<file path="src/rtl/pipe_pkg.sv">
// Shared pipeline types and constants for the fetch/decode stages.
// Latency: n/a (declarations only).
// Backpressure: n/a.
package pipe_pkg;

  // Occupancy of a two-deep IF/ID stage: nothing, main only, main plus skid.
  typedef enum logic [1:0] {
    EMPTY = 2'd0,
    FULL  = 2'd1,
    SKID  = 2'd2
  } pipe_state_t;

  // MIPS sll $0,$0,0
  localparam logic [31:0] MIPS_NOP = 32'h0000_0000;

endpackage

</file>
<file path="src/rtl/pipe_sat_counter.sv">
// Saturating up-counter that sticks at all-ones.
// Latency: count reflects inc one negedge later.
// Backpressure: none; inc is sampled every cycle.
// Ports: clock (negedge), reset_n (async, active-low), inc, count[W-1:0].
module pipe_sat_counter #(
  parameter int W = 32
) (
  input  logic         clock,
  input  logic         reset_n,
  input  logic         inc,
  output logic [W-1:0] count
);

  logic [W-1:0] count_q;
  logic [W-1:0] count_d;

  always_comb begin
    count_d = count_q;
    if (inc && (count_q != {W{1'b1}})) begin
      count_d = count_q + W'(1);
    end
  end

  always_ff @(negedge clock or negedge reset_n) begin
    if (!reset_n) begin
      count_q <= '0;
    end else begin
      count_q <= count_d;
    end
  end

  assign count = count_q;

endmodule

</file>
<file path="src/rtl/ifid_stage.sv">
// IF/ID pipeline register with valid/ready handshake, one-entry skid and flush.
// Latency: 1 negedge from input transfer to out_valid; 1 instr/cycle streaming.
// Backpressure: in_ready lags out_ready by a cycle; the skid entry absorbs the in-flight instruction.
// Ports: clock (negedge), reset_n (async, active-low); fetch side in_valid/in_ready/in_ia/in_id;
//        flush; decode side out_valid/out_ready/out_ia/out_id; stall_cnt/bubble_cnt/flush_cnt.
// Define IFID_STAGE_PERF_EN to build the saturating performance counters; otherwise they read 0.
module ifid_stage
  import pipe_pkg::*;
#(
  parameter int          IA_W     = 32,
  parameter int          ID_W     = 32,
  parameter logic [31:0] NOP_WORD = MIPS_NOP,
  parameter int          CNT_W    = 32
) (
  input  logic             clock,
  input  logic             reset_n,
  input  logic             in_valid,
  output logic             in_ready,
  input  logic [IA_W-1:0]  in_ia,
  input  logic [ID_W-1:0]  in_id,
  input  logic             flush,
  output logic             out_valid,
  input  logic             out_ready,
  output logic [IA_W-1:0]  out_ia,
  output logic [ID_W-1:0]  out_id,
  output logic [CNT_W-1:0] stall_cnt,
  output logic [CNT_W-1:0] bubble_cnt,
  output logic [CNT_W-1:0] flush_cnt
);

  localparam logic [ID_W-1:0] NOP_ID = ID_W'(NOP_WORD);

  pipe_state_t     state_q, state_d;
  logic [IA_W-1:0] main_ia_q, main_ia_d;
  logic [ID_W-1:0] main_id_q, main_id_d;
  logic [IA_W-1:0] skid_ia_q, skid_ia_d;
  logic [ID_W-1:0] skid_id_q, skid_id_d;

  always_comb begin
    state_d   = state_q;
    main_ia_d = main_ia_q;
    main_id_d = main_id_q;
    skid_ia_d = skid_ia_q;
    skid_id_d = skid_id_q;
    // Flush wins over everything, including an input offered while in_ready=1;
    // fetch is redirected by the same event so that word must not enter.
    if (flush) begin
      state_d = EMPTY;
    end else begin
      unique case (state_q)
        EMPTY: begin
          if (in_valid) begin
            state_d   = FULL;
            main_ia_d = in_ia;
            main_id_d = in_id;
          end
        end
        FULL: begin
          if (out_ready && in_valid) begin
            main_ia_d = in_ia;
            main_id_d = in_id;
          end else if (out_ready) begin
            state_d = EMPTY;
          end else if (in_valid) begin
            // Decode stalled but fetch had already committed: park it.
            state_d   = SKID;
            skid_ia_d = in_ia;
            skid_id_d = in_id;
          end
        end
        SKID: begin
          if (out_ready) begin
            state_d   = FULL;
            main_ia_d = skid_ia_q;
            main_id_d = skid_id_q;
          end
        end
        default: state_d = EMPTY;
      endcase
    end
  end

  always_ff @(negedge clock or negedge reset_n) begin
    if (!reset_n) begin
      state_q   <= EMPTY;
      main_ia_q <= '0;
      main_id_q <= NOP_ID;
      skid_ia_q <= '0;
      skid_id_q <= '0;
    end else begin
      state_q   <= state_d;
      main_ia_q <= main_ia_d;
      main_id_q <= main_id_d;
      skid_ia_q <= skid_ia_d;
      skid_id_q <= skid_id_d;
    end
  end

  // Both handshake outputs come straight from the state flops.
  assign in_ready  = (state_q != SKID);
  assign out_valid = (state_q != EMPTY);
  assign out_ia    = main_ia_q;
  assign out_id    = (state_q == EMPTY) ? NOP_ID : main_id_q;

`ifdef IFID_STAGE_PERF_EN
  pipe_sat_counter #(.W(CNT_W)) u_stall_cnt (
    .clock   (clock),
    .reset_n (reset_n),
    .inc     (out_valid && !out_ready),
    .count   (stall_cnt)
  );

  pipe_sat_counter #(.W(CNT_W)) u_bubble_cnt (
    .clock   (clock),
    .reset_n (reset_n),
    .inc     (!out_valid),
    .count   (bubble_cnt)
  );

  pipe_sat_counter #(.W(CNT_W)) u_flush_cnt (
    .clock   (clock),
    .reset_n (reset_n),
    .inc     (flush),
    .count   (flush_cnt)
  );
`else
  assign stall_cnt  = '0;
  assign bubble_cnt = '0;
  assign flush_cnt  = '0;
`endif

endmodule
</file>
<file path="config.mk">
export PLATFORM = sky130hd
export DESIGN_NAME = ifid_stage
export DESIGN_NICKNAME = d
export VERILOG_FILES = /design/src/rtl/pipe_pkg.sv /design/src/rtl/pipe_sat_counter.sv /design/src/rtl/ifid_stage.sv
export SDC_FILE = /design/constraint.sdc
export NUM_CORES = 1
export LEC_CHECK = 0
export ABC_AREA = 1
export CAP_MARGIN = 15
export CORE_MARGIN = 3
export CORE_UTILIZATION = 35
export CTS_CLUSTER_SIZE = 8
export DETAILED_ROUTE_END_ITERATION = 12
export PLACE_DENSITY = 0.66
export SLEW_MARGIN = 20
export SYNTH_ARGS = -nofsm -noshare
export SYNTH_HDL_FRONTEND = slang
export SYNTH_SLANG_ARGS = --single-unit
</file>
<file path="constraint.sdc">
create_clock -name clock -period 2.6 [get_ports clock]
set_clock_uncertainty 0.05 [all_clocks]
set_input_delay 0.65 -clock clock [delete_from_list [all_inputs] [get_ports clock]]
set_output_delay 0.65 -clock clock [all_outputs]
set_load 0.01 [all_outputs]
</file>
Word-level counts from Yosys, hierarchy flattened
Index checks and enable logic that the tools add are counted.

Multiplexer cells: 16. Eq/ne operators: 10. Bitwise gates (word level): 3. Reduce and logical (&&, ||, !) cells: 7.

Operator list (number): 2-to-1 mux 32 bit (7); one-hot mux 32 bit (3 select lines) (2); 2-to-1 mux 2 bit (6); AND reduction 5 bit (2); inequality test 3 bit, second input constant (3); inequality test 2 bit, second input constant (4); one-hot mux 2 bit (3 select lines) (1); inequality test 4 bit, second input constant (1); AND reduction 4 bit (1); inverter 1 bit (3); nonzero test 3 bit (1); equality test 2 x 1 -> 1 bit, second input constant (1); equality test 2 bit, second input constant (1); zero test 2 bit (1); nonzero test 2 bit (1); logical AND 1 bit (1).

Bits of input ports: 69. Flip-flop bits (word level): 130. Logic and storage cells: 41. Output and inout bits: 162.

Longest topological paths before layout
Depth in word-level cells: 5. Mapped depth: 8. Mapped depth without buffers: 6.

==> results.md <==
* Status: finished with violations
* Failing checks: negative setup slack
* Final #Nets at between 1000 and 1500
* Max-slew headroom at 0.370
* Area post-placement at approximately 8700 µm²
* Initial Util at 0.364
* Post-Layout Inst Area at 11900 µm²
* Worst-margin pin slew at 0.945 ns
* R2R Setup Slk at roughly 0.03 ns
* # port buffers at 134
* Area delta synth->final at 71.2%
* GP Congestion at ~0.77
* Final slew viol count at 0
* Synthesized area at between 6000 and 7000 µm²
* Drt initial violations at roughly 400
* Share of post-route cells with drive strength above 1 at 0.457
* Final hold vios at 0
* Fin Hold WS at 0.384 ns
* Setup crit end kind: output pin
* Number of H-tree levels at 4
* Crit Path Max Fanout at 9
* Drt total wl at between 20 and 30 mm
* First-pass GRT wire length at 36.3 mm
* Yosys top cell by area: dfrtn_1
* # DRC at 0
* Largest net degree at the start of global routing at 94
* Worst Hold Class: reg2reg
* Vias per cell at ~4.7
* Required @ worst endpoint at roughly 1.9 ns
* DRT Pass-1 Iters at 5
* CTS Buffer Depth at 2
* Wirelength per Cell at approximately 18 µm
* CTS sink count at 130
* Die extent in y at about 150 µm
* CP Class: reg2out
* CTS tree: yes
* Commonest non-fill, non-tap cell in the layout: nand2_1
* Seq cells post-synth at 130
* Sequential share of the synthesized area at 0.468
* Post-synth top flop: dfrtn_1
* Worst Slack Setup Final at -0.807 ns
* Vias in the first global route at about 6600
* Final HPWL DP at ~12 mm
* Most frequent cells in the layout: nand2_1, dfrtn_1, inv_1
* Routed Antenna Nets at 0
* Syn. warnings at 0
* Synth async-reset ratio at 1.00
* Count of final setup violators at roughly 200
* CP Launch Type: register
* Synth Instances at 920
* Vias at approximately 6600
* Antenna violations before repair at 2
* Arr. time, crit path at ~2.7 ns
* Total power at ~8.3 mW
* Pwr per Cell Area at approximately 700 nW/µm²
* Pre-CTS setup slack at -0.873 ns
* Max-cap viol count at 0
* Overall Global Routing Usage at 0.214
* Reg clk slew, reported paths at 0.04 ns
* RSZ-0062 raised after global routing: true
* Synth top area share at 0.468
* Core box area at approximately 19000 µm²
* Clock Latency Late Sink at roughly 0.39 ns
* Maximum vdd drop at between 0.4 and 0.5 mV
* Post-synth EDFFs at 0
* Final core area utilization at 0.624
* Synth unique cells at 19
* Leak at around 6 nW
* Die area at roughly 22000 µm²
* Num CTS Buffers at 17
* Grt ovf at 0
* Die Width at between 100 and 150 µm
* Row cnt at 50
* Root buffer cell: clkbuf_16
* Ranking of synthesized cells by area: dfrtn_1, nand2_1, buf_4
* Post-synthesis area per instance at 7.56 µm²
* IO Count at ~230
==> cell families after synthesis <==
| kind of cell | count (synthesis) | share of synthesized area |
|---|---|---|
| compound gates | 95 | 0.0689 |
| simple gates | 442 | 0.260 |
| flops | 130 | 0.468 |
| buf+inv | 252 | 0.202 |
| other cells | 1 | 0.000539 |
==> flip-flops by register name, indices dropped and copies added, names as in the netlist <==
| name | count |
|---|---|
| skid_ia_q | 32 |
| main_id_q | 32 |
| state_q | 2 |
| skid_id_q | 32 |
| out_ia | 32 |
==> worst max-delay path, stage by stage, from the launching register on <==
cell     delay, ns
dfrtn_1       0.43
inv_2         0.06
nand2_4       0.09
inv_8         0.07
buf_12        0.15
nor2_2        0.07
buf_2         0.13
==> layer usage <==
layer	up-vias	part of all wire	global-route usage
li1	3089	-	-
met1	3220	0.39	0.265
met2	280	0.52	0.363
met3	55	0.061	0.0466
met4	2	0.032	0.0862
met5	-	0.00044	0
==> repair_timing <==
item                                    CTS  global route
hold buffers                              0             0
cloned                                   32             9
endpoints found under the setup margin  196           195
pin swaps                                78            54
setup buffers                            33            11
hold endpoints to repair                  0             0
gates resized for setup                 467           261
==> final timing paths <==
check,start,endpoint,cells after the start
min,main_id_q[27],main_id_q[27],2
min reg2reg,main_id_q[27],main_id_q[27],2
max in group asynchronous,reset_n,main_id_q[20],2
min in group asynchronous,reset_n,skid_ia_q[5],1
max reg2reg,state_q[0],main_id_q[22],11
max,state_q[0],out_id[20],6
==> where the power goes <==
part | internal [mW] | switching [mW]
logic | 1.37 | 1.46
registers | 2.67 | 0.469
clock network | 1.49 | 0.877
==> cell type report <==
class                           instances  area [µm²]
Fill cell                            1544        7180
Clock buffer                           23         488
Clock inverter                          6        80.1
Timing Repair Buffer                  248        3210
Inverter                              101         404
Tap cell                              260         325
Sequential cell                       130        3250
Multi-Input combinational cell        633        4140
Antenna cell                            1        2.50
==> through the flow <==
stage,setup TNS [ns],cells
after global placement,-145.50,1300
final,-51.25,1402
after floorplan,-30.23,1015
after detailed placement,-147.42,1300
after global routing,-57.09,1402
after CTS,-54.99,1391
==> cell usage after synthesis (2+ instances only) <==
master and number:
nand2_1 271, dfrtn_1 130, buf_4 104, nand3_1 102, inv_1 100, nor2_1 64, o21ai_0 38, buf_2 33
a21oi_1 29, o21ai_1 27, clkbuf_1 10, buf_6 4, nand2_2 2
No activity file was read; power rests on OpenSTA's default activity.
